`src/rtl/noc_packetizer.sv`:
```
// rtl/noc_packetizer.sv - NoC injection interface: buffers payload beats, emits header flit then payload
// Messages longer than MAX_PAYLOAD beats leave as several packets; the continuation bit marks all but the last.
module noc_packetizer #(
  parameter int DATA_WIDTH    = 32,
  parameter int MAX_ROUTERS_X = 4,
  parameter int MAX_ROUTERS_Y = 4,
  parameter int ROUTER_X      = 0,
  parameter int ROUTER_Y      = 0,
  parameter int MAX_PAYLOAD   = 4,
  localparam int XW = (MAX_ROUTERS_X > 1) ? $clog2(MAX_ROUTERS_X) : 1,
  localparam int YW = (MAX_ROUTERS_Y > 1) ? $clog2(MAX_ROUTERS_Y) : 1
) (
  input  logic                  clk_i,
  input  logic                  rst_n_i,
  input  logic [DATA_WIDTH-1:0] s_tdata_i,
  input  logic                  s_tvalid_i,
  input  logic                  s_tlast_i,
  output logic                  s_tready_o,
  input  logic [XW-1:0]         dest_x_i,
  input  logic [YW-1:0]         dest_y_i,
  output logic [DATA_WIDTH-1:0] m_tdata_o,
  output logic                  m_tvalid_o,
  output logic                  m_tlast_o,
  input  logic                  m_tready_i
);
  localparam int LW    = $clog2(MAX_PAYLOAD + 1);
  localparam int IW    = (MAX_PAYLOAD > 1) ? $clog2(MAX_PAYLOAD) : 1;
  localparam int DEPTH = 1 << IW;

  typedef enum logic [1:0] {COLLECT, HEADER, PAYLOAD} state_t;

  state_t                state_q, state_d;
  logic [DATA_WIDTH-1:0] buffer_q [DEPTH];
  logic [LW-1:0]         cnt_q, rd_q, len_q, cnt_inc;
  logic [XW-1:0]         dest_x_q;
  logic [YW-1:0]         dest_y_q;
  logic                  cont_q, first_q, s_tready_q, m_tvalid_q;
  logic                  s_hs, m_hs, close_beat, last_flit;
  logic [DATA_WIDTH-1:0] header;

  assign s_hs       = s_tvalid_i & s_tready_q;
  assign m_hs       = m_tvalid_q & m_tready_i;
  assign cnt_inc    = cnt_q + LW'(1);
  assign close_beat = s_tlast_i || (cnt_inc == LW'(MAX_PAYLOAD));
  assign last_flit  = (rd_q == len_q - LW'(1));
  assign s_tready_o = s_tready_q;
  assign m_tvalid_o = m_tvalid_q;

  always_comb begin
    header                         = '0;
    header[XW-1:0]                 = dest_x_q;
    header[XW +: YW]               = dest_y_q;
    header[XW+YW +: XW]            = XW'(ROUTER_X);
    header[2*XW+YW +: YW]          = YW'(ROUTER_Y);
    header[2*(XW+YW) +: LW]        = len_q;
    header[DATA_WIDTH-1]           = cont_q;
  end

  // Outputs decode straight from state so data is zero whenever no flit is offered.
  always_comb begin
    state_d   = state_q;
    m_tdata_o = '0;
    m_tlast_o = 1'b0;
    case (state_q)
      COLLECT: if (s_hs && close_beat) state_d = HEADER;
      HEADER: begin
        m_tdata_o = header;
        if (m_hs) state_d = PAYLOAD;
      end
      PAYLOAD: begin
        m_tdata_o = buffer_q[rd_q[IW-1:0]];
        m_tlast_o = last_flit;
        if (m_hs && last_flit) state_d = COLLECT;
      end
      default: state_d = COLLECT;
    endcase
  end

  always_ff @(posedge clk_i or negedge rst_n_i) begin
    if (!rst_n_i) begin
      state_q    <= COLLECT;
      s_tready_q <= 1'b0;
      m_tvalid_q <= 1'b0;
      cnt_q      <= '0;
      rd_q       <= '0;
      len_q      <= '0;
      cont_q     <= 1'b0;
      first_q    <= 1'b1;
      dest_x_q   <= '0;
      dest_y_q   <= '0;
    end else begin
      state_q    <= state_d;
      s_tready_q <= (state_d == COLLECT);
      m_tvalid_q <= (state_d != COLLECT);
      case (state_q)
        COLLECT: if (s_hs) begin
          cnt_q <= cnt_inc;
          if (first_q) begin
            dest_x_q <= dest_x_i;
            dest_y_q <= dest_y_i;
            first_q  <= 1'b0;
          end
          // Only a real end of message re-arms the destination latch; fragments reuse it.
          if (close_beat) begin
            len_q   <= cnt_inc;
            cont_q  <= ~s_tlast_i;
            first_q <= s_tlast_i;
          end
        end
        HEADER: if (m_hs) rd_q <= '0;
        PAYLOAD: if (m_hs) begin
          rd_q <= rd_q + LW'(1);
          if (last_flit) cnt_q <= '0;
        end
        default: ;
      endcase
    end
  end

  always_ff @(posedge clk_i) begin
    if (s_hs) buffer_q[cnt_q[IW-1:0]] <= s_tdata_i;
  end
endmodule

```
`config.mk`:
```
export PLATFORM = sky130hd
export DESIGN_NAME = noc_packetizer
export DESIGN_NICKNAME = d
export VERILOG_FILES = /design/src/rtl/noc_packetizer.sv
export SDC_FILE = /design/constraint.sdc
export NUM_CORES = 1
export LEC_CHECK = 0
export BUFFER_PORTS_ARGS = -buffer_cell sky130_fd_sc_hd__buf_4
export CORE_AREA = 5 5 143 118
export CTS_BUF_LIST = sky130_fd_sc_hd__clkbuf_8
export CTS_CLUSTER_DIAMETER = 60
export DETAILED_ROUTE_END_ITERATION = 8
export DIE_AREA = 0 0 148 123
export PLACE_DENSITY_LB_ADDON = 0.2
export SYNTH_ARGS = -nofsm -noshare
export SYNTH_HDL_FRONTEND = slang
export SYNTH_SLANG_ARGS = --single-unit
```
`constraint.sdc`:
```
create_clock -name clk_i -period 2.3 [get_ports clk_i]
set_clock_uncertainty 0.05 [all_clocks]
set_input_delay 0.345 -clock clk_i [delete_from_list [all_inputs] [get_ports clk_i]]
set_output_delay 0.345 -clock clk_i [all_outputs]
set_load 0.005 [all_outputs]
```
# Word level (Yosys, flattened, before mapping)
# Memories as Yosys holds them, arrays and structs flattened.
# Index checks and enable logic that the tools add are counted.
# word_totals
ff_bits	19
ramBits	128
input_bits	41
output_inout_bits	35
word_cells	54
memories	1
# classes
n_addsub	3
n_eq_ne	8
n_mux	16
bitwise_logic	3
n_reduce_logical	13
# memory_table
name	depth	width	read_ports	rd_clocked_by_memory_dff	write_ports	line	source
buffer_q	4	32	1	0	1	33	logic [DATA_WIDTH-1:0] buffer_q [DEPTH];
# op_table
cell	count
$pmux W32 S2	1
$mux W3	5
$pmux W3 S2	2
$reduce_and A3 Y1	3
$ne A2 B2 Y1 const B	4
$add A3 B1 Y3 const B	2
$mux W2	3
$pmux W2 S3	1
$reduce_bool A2 Y1	3
$logic_not A2 Y1	2
$mux W1	4
$reduce_and A4 Y1	1
$eq A3 B3 Y1	1
$eq A3 B3 Y1 const B	1
$sub A3 B1 Y3 const B	1
$and A1 B1 Y1	2
$eq A2 B1 Y1 const B	1
$eq A2 B2 Y1 const B	1
$logic_and A1 B1 Y1	2
$reduce_and A2 Y1	1
$logic_or A1 B1 Y1	1
$not A1 Y1	1

# Depth between registers and ports, before layout
# Gate-level depths: netlist of run 1.
# logic_depth
word_depth	7
mapped_depth	7
mapped_depth_nobuf	6

# Worst setup path after synthesis of run 1
# OpenSTA, ideal clock, no wires.
# synth_path
kind	reg2reg
start	register cnt_q[0]
end	memory buffer_q[2][0] (enable)
setup_time_ps	392
t_arrival_ps	1506
required_time_ps	1858
path_slack_ps	352
path_stages_with_launch	4
path_buffers	0
period_less_slack_ps	1948
cell_sequence	dfrtp_1 inv_1 ha_1 and3_1
# synth_rtl
element	line	source
start, declared	34	logic [LW-1:0] cnt_q, rd_q, len_q, cnt_inc;
start signal, assigned	97	cnt_q <= cnt_inc;
end, declared	33	
# Straight into the memory's write port.

# Worst setup path in the final report of run 1
# layout_path
start	register rd_q[0]
end	output m_tdata_o[12]
# layout_between
elab_chain_len	2
# layout_lines
element	line	source
start, declared	34	
start signal, assigned	112	rd_q <= rd_q + LW'(1);
$mem_v2 Z4 W32	--	
$pmux W32 S2	64	case (state_q)
end, declared	21	output logic [DATA_WIDTH-1:0] m_tdata_o,
# No other way between the ends.

==> results of run 1 <==
==> final cells by class <==
| cell class | count | area (µm²) | area share [%] |
|---|---|---|---|
| clock buffers | 17 | 234 | 3.05 |
| flip-flops and latches | 147 | 4320 | 56.3 |
| clock inverters | 15 | 145 | 1.89 |
| repair buffers | 103 | 1050 | 13.6 |
| well taps | 193 | 241 | 3.14 |
| inverters | 11 | 41.3 | 0.538 |
| multi-input cells | 137 | 1650 | 21.4 |
==> cells in the mapped netlist (3+ instances only) <==
master | instances | share of area (%)
sky130_fd_sc_hd__inv_1 | 11 | 0.69
sky130_fd_sc_hd__ha_1 | 11 | 2.3
sky130_fd_sc_hd__a21oi_1 | 5 | 0.42
sky130_fd_sc_hd__mux2_1 | 4 | 0.75
sky130_fd_sc_hd__nand2_1 | 8 | 0.50
sky130_fd_sc_hd__and2_1 | 27 | 2.8
sky130_fd_sc_hd__clkbuf_1 | 5 | 0.31
sky130_fd_sc_hd__and3_1 | 7 | 0.73
sky130_fd_sc_hd__a22o_1 | 9 | 1.3
sky130_fd_sc_hd__dfrtp_1 | 18 | 7.5
sky130_fd_sc_hd__buf_4 | 3 | 0.38
sky130_fd_sc_hd__edfxtp_1 | 128 | 64
sky130_fd_sc_hd__mux4_2 | 32 | 12
sky130_fd_sc_hd__buf_6 | 3 | 0.56
sky130_fd_sc_hd__o21ai_0 | 4 | 0.33
==> state kept, by name, indices dropped and copies added (netlist names) <==
signal      cells
first_q         1
cnt_q           3
buffer_q      128
m_tvalid_o      1
rd_q            3
s_tready_o      1
dest_y_q        2
cont_q          1
dest_x_q        2
len_q           3
state_q         2
==> worst min path at each step <==
stage	slack [ps]	depth (start not counted)	endpoint	from
after floorplan	-0.6	0	cnt_q[0]	rst_n_i
after global placement	190	1	dest_x_q[0]	rst_n_i
after detailed placement	200	1	dest_x_q[1]	rst_n_i
after CTS	30	1	buffer_q[2][11]	s_tdata_i[11]
after global routing	20	1	buffer_q[2][13]	s_tdata_i[13]
final	60	1	buffer_q[0][17]	s_tdata_i[17]
==> per-layer routing <==
layer  vias up  global-route usage, %
li1       1445                      -
met1      1629                   18.8
met2        89                   23.3
met3         2                   4.40
met4         0                   3.64
met5         -                      0
==> report_power, final <==
group	switching [mW]	internal (mW)	total, mW
sequential	0.227	3.44	3.66
clock	1.04	0.883	1.92
combinational	1.29	1.41	2.70
total	2.55	5.73	8.28
==> what timing repair did <==
| action | CTS | global route |
|---|---|---|
| pin swaps | 0 | 30 |
| hold endpoints to repair | 19 | 0 |
| buffers inserted | 5 | 6 |
| gates resized for setup | 16 | 52 |
| endpoints found under the setup margin | 33 | 33 |
| hold buffers | 1 | 0 |
| cloned | 1 | 3 |
==> layout by cell type, fill, tap and decap left out, types with 2 or more instances in the layout <==
master and n:
sky130_fd_sc_hd__buf_4 60, sky130_fd_sc_hd__buf_6 31, sky130_fd_sc_hd__inv_8 2, sky130_fd_sc_hd__dfrtp_2 3, sky130_fd_sc_hd__clkinvlp_4 3, sky130_fd_sc_hd__inv_6 5, sky130_fd_sc_hd__edfxtp_1 128, sky130_fd_sc_hd__and2_1 2
sky130_fd_sc_hd__nand2_1 8, sky130_fd_sc_hd__ha_1 10, sky130_fd_sc_hd__a21oi_1 5, sky130_fd_sc_hd__clkbuf_8 17, sky130_fd_sc_hd__a22o_1 9, sky130_fd_sc_hd__buf_12 6, sky130_fd_sc_hd__mux4_2 32, sky130_fd_sc_hd__clkinv_4 2
sky130_fd_sc_hd__o21ai_0 4, sky130_fd_sc_hd__clkbuf_16 3, sky130_fd_sc_hd__dfrtp_1 15, sky130_fd_sc_hd__and3_2 4, sky130_fd_sc_hd__and3_1 3, sky130_fd_sc_hd__mux2_1 4, sky130_fd_sc_hd__inv_1 10, sky130_fd_sc_hd__a31oi_1 2
sky130_fd_sc_hd__and2_4 25
==> kinds of logic after synthesis <==
logic type	share of synthesized area, %
simple gates	4.75
mux	13.0
fa+ha+maj	2.30
xor+xnor	1.11
buf+inv	2.17
compound gates	4.54
flops	72.2
==> stage by stage <==
stage	setup WS [ps]	power, mW	instances	hold slack, ps	util [%]
finish	-4.04	8.28	623	57.8	50.1
floorplan	352	5.18	309	-0.591	-
global placement	396	5.96	575	193	44.8
CTS	-66.2	8.09	614	25.1	48.0
detailed placement	331	6.01	575	196	44.8
global route	-84.1	8.76	623	19.6	50.1
==> worst reg2reg max path, stage by stage (launching register included) <==
cell and delay [ps]:
sky130_fd_sc_hd__dfrtp_2 460, sky130_fd_sc_hd__buf_6 140, sky130_fd_sc_hd__clkbuf_16 160, sky130_fd_sc_hd__buf_4 150, sky130_fd_sc_hd__xor2_4 170, sky130_fd_sc_hd__buf_4 140
sky130_fd_sc_hd__a41oi_2 150, sky130_fd_sc_hd__a221o_1 290, sky130_fd_sc_hd__a21o_1 170
==> results_dict.tcl, run 1 <==
set metrics [dict create \
    outcome "complete, but fails checks" \
    failed_checks "negative setup slack" \
    cp_cell_sequence "buf_6, buf_16, mux4_2, and2_4, buf_6" \
    cpLargestDelayFamily "multiplexers" \
    avgViaCountPerCell 5.08 \
    synth-main-ff-cell "sky130_fd_sc_hd__edfxtp_1" \
    arrival_ps 1910 \
    grt_pass1_wl_mm 19.3 \
    synth-seq-area-share_pct 72.2 \
    wire_per_inst_um 20.4 \
    final-hold-violation-count 0 \
    synthesis.area_per_instance_um2 19.4 \
    tightest_slew_ps 341 \
    cts.reportedPaths.clkPinSlew_ps 90 \
    grt_use_total_pct 14.3 \
    htree_num_levels 4 \
    maximum_clock_rate_mhz 434 \
    boundaryPins 76 \
    min_path_type "in -> reg" \
    synth_warnings 0 \
    cp.buffers_inverters 3 \
    numPortBuffers 75 \
    timing.final.setup_violations 4 \
    grt_max_degree 33 \
    setup_slack_after_layout_ps -4.04 \
    syn_area_mm2 0.00599 \
    total_met3_wirelength_after_detailed_routing_um 764 \
    synth_cells 309 \
    clock_sinks 147 \
    cts_tree "done" \
    first_global_vias 3312 \
    totalNegativeSetupSlack_ps -8.48 \
    drtPass1Iterations 4 \
    remaining_drc_errors 0 \
    synth.lib_cells_used.distinct 44 \
    die_width_um 148 \
    design.core.area_mm2 0.0153 \
    relSlewSlack_pct 77.0 \
    setup.worst_path.end_class "primary output" \
    synthToLayoutAreaGrowth_pct 28.3 \
    clock_buffer_count_from_cts 17 \
    async_flop_share_pct 12.9 \
    die_area_mm2 0.0182 \
    gpl.final_weighted_congestion 0.750 \
    postPlaceCellArea_mm2 0.00687 \
    cellLeakagePower_nw 2.80 \
    r2r.worst_path.cells 8 \
    cellPowerDensity_mw_per_mm2 1080 \
    fin_crit_ps 2300 \
    fillCellCount 1302 \
    final_net_count 469 \
    rows 41 \
    postSynthRegisterBits 147 \
    drv.max_cap_violation_count 0 \
    met1Wirelength_mm 5.61 \
    highest_metal_layer_with_signal_wires "met4" \
    die_height_um 123 \
    detailroute.wirelength.met2_mm 6.28 \
    synth_nets 361 \
    antenna_violations_before_repair 0 \
    starting_density_of_the_core_pct 39.0 \
    worst_path_largest_cell_delay_ps 500 \
    final_max_slew_viol_count 0 \
    critical_path.endpoint "m_tdata_o[12]" \
    worstSetupPathType "reg -> out" \
    clk_path_buf_depth 2 \
    post-route-cell-area_mm2 0.00768 \
    routed_wl_mm 12.7 \
    worst-path-stages 5 \
    crit_path_max_fanout 5 \
    crit_path_start "rd_q[0]" \
    drive_above_1_share_pct 48.8 \
    overflow 0 \
    critical_path.slowest_cell "sky130_fd_sc_hd__mux4_2" \
    clock_latency_ps 430 \
    dp_wirelength_mm 7.61 \
    critical_path.startpoint_type "flip-flop" \
    cts.root.buffer_cell "sky130_fd_sc_hd__clkbuf_8" \
    drtIter0Drc 139 \
    unrepaired_setup_endpoints_after_global_routing "true" \
    period_share_pct 100 \
    r2r_setup_slk_ps 320 \
    antenna_cells 0 \
    reg2reg_from "rd_q[0]" \
    crit_path_frequent_cell "sky130_fd_sc_hd__buf_6" \
    synth_enable_flop_cells 128 \
    vias 3165 \
    r2r_end "cnt_q[2]" \
    vdd_ir_drop_max_mv 0.522 \
    final_antenna_net_count 0 \
    required_ps 1900 \
]
(Power assumes the default switching activity.)
==> inputs of run 2 (changes only) <==
- CELL_PAD_IN_SITES_DETAIL_PLACEMENT: default -> 2
- CELL_PAD_IN_SITES_GLOBAL_PLACEMENT: default -> 2
==> run 2 against run 1 <==
The run still ends with negative setup slack left. Setup slack worse by 120 ps. Non-clock buffer count is 8 higher. Register-to-register slack hardly changed. Clock-buffer cell count is 1 higher. Maximum frequency is 4.9% lower. Critical path depth stayed put. Sequential share of layout area is 0.20 points lower. Global-route usage is 3.5 points higher. Hold slack worse by 19 ps. Critical path type unchanged. Largest cell class unchanged.
==> results_dict.tcl, run 2 (synthesis results as in run 1) <==
set metrics [dict create \
    outcome "complete, but fails checks" \
    failed_checks "negative setup slack" \
    min_from "s_tdata_i[29]" \
    setup_slack_after_layout_ps -123 \
    clock_buffer_count_from_cts 17 \
    die_height_um 123 \
    fin_crit_ps 2420 \
    final_net_count 477 \
    post_layout_power_mw 8.64 \
    relSlewSlack_pct 69.8 \
    r2r_end "m_tvalid_o" \
    r2r_setup_slk_ps 320 \
    first_global_vias 3770 \
    clock_sinks 147 \
    numPortBuffers 75 \
    dp_wirelength_mm 9.03 \
    htree_num_levels 4 \
    top_usage_layer "met2" \
    cp_cell_sequence "buf_6, buf_12, mux4_2, a22o_1, buf_6" \
    remaining_drc_errors 0 \
    antenna_violations_before_repair 0 \
    mostFrequentLayoutCell "sky130_fd_sc_hd__edfxtp_1" \
    unrepaired_setup_endpoints_after_global_routing "true" \
    vias 3317 \
    postPlaceCellArea_mm2 0.00688 \
    cts.root.buffer_cell "sky130_fd_sc_hd__clkbuf_8" \
    drv.max_cap_violation_count 0 \
    grt_use_total_pct 17.8 \
    layout.area.seq_mm2 0.00432 \
    drtIter0Drc 173 \
    total_switching_power_mw 2.72 \
    starting_density_of_the_core_pct 39.0 \
    cts.reportedPaths.clkPinSlew_ps 90 \
    holdPathStages 1 \
    cellLeakagePower_nw 2.85 \
    min_path_type "in -> reg" \
    worst_path_largest_cell_delay_ps 520 \
    grt_pass1_wl_mm 23.3 \
    wire_per_inst_um 24.2 \
    boundaryPins 76 \
    design.core.area_mm2 0.0153 \
    avgViaCountPerCell 5.26 \
    cellPowerDensity_mw_per_mm2 1120 \
    power_frac_clock_pct 23.4 \
    rows 41 \
    largest_register_ff_count 128 \
    met1_usage_pct 23.4 \
    maximum_clock_rate_mhz 413 \
    clock_latency_ps 440 \
    setup.worst_path.end_class "primary output" \
    critical_path.slowest_cell "sky130_fd_sc_hd__mux4_2" \
    post-route-cell-area_mm2 0.00771 \
    r2r.worst_path.cells 8 \
    crit_path_max_fanout 6 \
    cts_tree "done" \
    clk_path_buf_depth 2 \
    fillCellCount 1374 \
    die_width_um 148 \
    min_delay_worst_endpoint "buffer_q[2][29]" \
    required_ps 1900 \
    crit_path_frequent_cell "sky130_fd_sc_hd__buf_6" \
    power_report.internal_total_mw 5.92 \
    comb_power_share_pct 34.1 \
    die_area_mm2 0.0182 \
    arrival_ps 2030 \
    multiInputGateArea_mm2 0.00164 \
    antenna_cells 0 \
    overflow 0 \
    gr_util_met2_pct 29.4 \
    drive_above_1_share_pct 49.1 \
    tightest_slew_ps 448 \
    final-hold-violation-count 0 \
    grt_max_degree 33 \
    sw_frac_of_total_pct 31.5 \
    hold_slack_ps 38.6 \
    crit_path_start "rd_q[0]" \
    worstSetupPathType "reg -> out" \
    power.share.sequential_pct 42.5 \
    mostFrequentLayoutCells "128 x sky130_fd_sc_hd__edfxtp_1, 77 x sky130_fd_sc_hd__buf_4, 32 x sky130_fd_sc_hd__mux4_2" \
    vdd_ir_drop_max_mv 0.522 \
    final_antenna_net_count 0 \
    timing.final.setup_violations 19 \
    grt_util_met3_pct 4.62 \
    reg2reg_from "rd_q[0]" \
    period_share_pct 105 \
    cp.buffers_inverters 3 \
    routed_wl_mm 15.3 \
    drtPass1Iterations 4 \
    cpLargestDelayFamily "multiplexers" \
    final_max_slew_viol_count 0 \
    critical_path.startpoint_type "flip-flop" \
    synthToLayoutAreaGrowth_pct 28.8 \
    gpl.final_weighted_congestion 0.744 \
]
==> run 2: changes by cell type in the layout (fill, tap and decap cells not counted), moves of 2 or more <==
cell | previous run | this run
sky130_fd_sc_hd__inv_6 | 5 | 1
sky130_fd_sc_hd__clkbuf_16 | 3 | 1
sky130_fd_sc_hd__buf_6 | 31 | 19
sky130_fd_sc_hd__and2_4 | 25 | 23
sky130_fd_sc_hd__buf_4 | 60 | 77
sky130_fd_sc_hd__buf_12 | 6 | 11
sky130_fd_sc_hd__inv_1 | 10 | 12
==> run 2: how the worst max path moves through the flow <==
stage | endpoint | slack, ps | cells after the start
global route | m_tdata_o[2] | -170 | 5
global placement | m_tdata_o[3] | 240 | 4
detailed placement | m_tdata_o[3] | 240 | 4
finish | m_tdata_o[3] | -120 | 5
floorplan | buffer_q[2][0] | 350 | 3
CTS | m_tdata_o[8] | -150 | 6
==> run 2: power groups by stage <==
stage | sequential [mW] | combinational [mW] | clock [mW]
6_report | 3.67 | 2.95 | 2.02
3_3_place_gp | 3.73 | 2.32 | 0
2_1_floorplan | 3.64 | 1.54 | 0
5_1_grt | 3.72 | 3.17 | 2.22
3_5_place_dp | 3.76 | 2.37 | 0
4_1_cts | 3.69 | 2.87 | 2.05
==> run 2: repair_timing <==
item                       CTS  global route
hold buffers                 1             1
setup buffers               14             5
gates resized for setup     48            15
setup endpoints to repair   33            33
hold endpoints to repair    19             3
pin swaps                   17             5
gates cloned                 3             1
==> run 2: worst reg2reg max path: stages, from the launching register on <==
cell                        delay [ps]
sky130_fd_sc_hd__dfrtp_2           430
sky130_fd_sc_hd__buf_4             160
sky130_fd_sc_hd__clkbuf_16         150
sky130_fd_sc_hd__buf_4             140
sky130_fd_sc_hd__xor2_4            140
sky130_fd_sc_hd__buf_4             140
sky130_fd_sc_hd__a41oi_2           150
sky130_fd_sc_hd__o31a_1            330
sky130_fd_sc_hd__nand2b_1          170
==> run 2: layer usage <==
| metal | vias up | part of all wire (%) |
|---|---|---|
| met4 | 0 | 1.0 |
| met2 | 65 | 50 |
| met5 | - | 0 |
| met1 | 1779 | 45 |
| li1 | 1458 | - |
| met3 | 15 | 3.9 |
==> run 2: stage by stage <==
step	setup WS, ps	std cells	util, %	setup TNS, ps
finish	-123	631	50.2	-826
global route	-174	631	50.2	-3040
CTS	-148	627	50.0	-2620
detailed placement	240	577	44.8	0
global placement	239	577	44.8	0
floorplan	352	309	-	0
==> run 2: area by class of cell <==
class	instances	share of cell area, %
Clock buffer	18	3.21
Timing Repair Buffer	111	13.9
Sequential cell	147	56.1
Clock inverter	14	1.85
Multi-Input combinational cell	137	21.2
Tap cell	193	3.13
Inverter	11	0.536
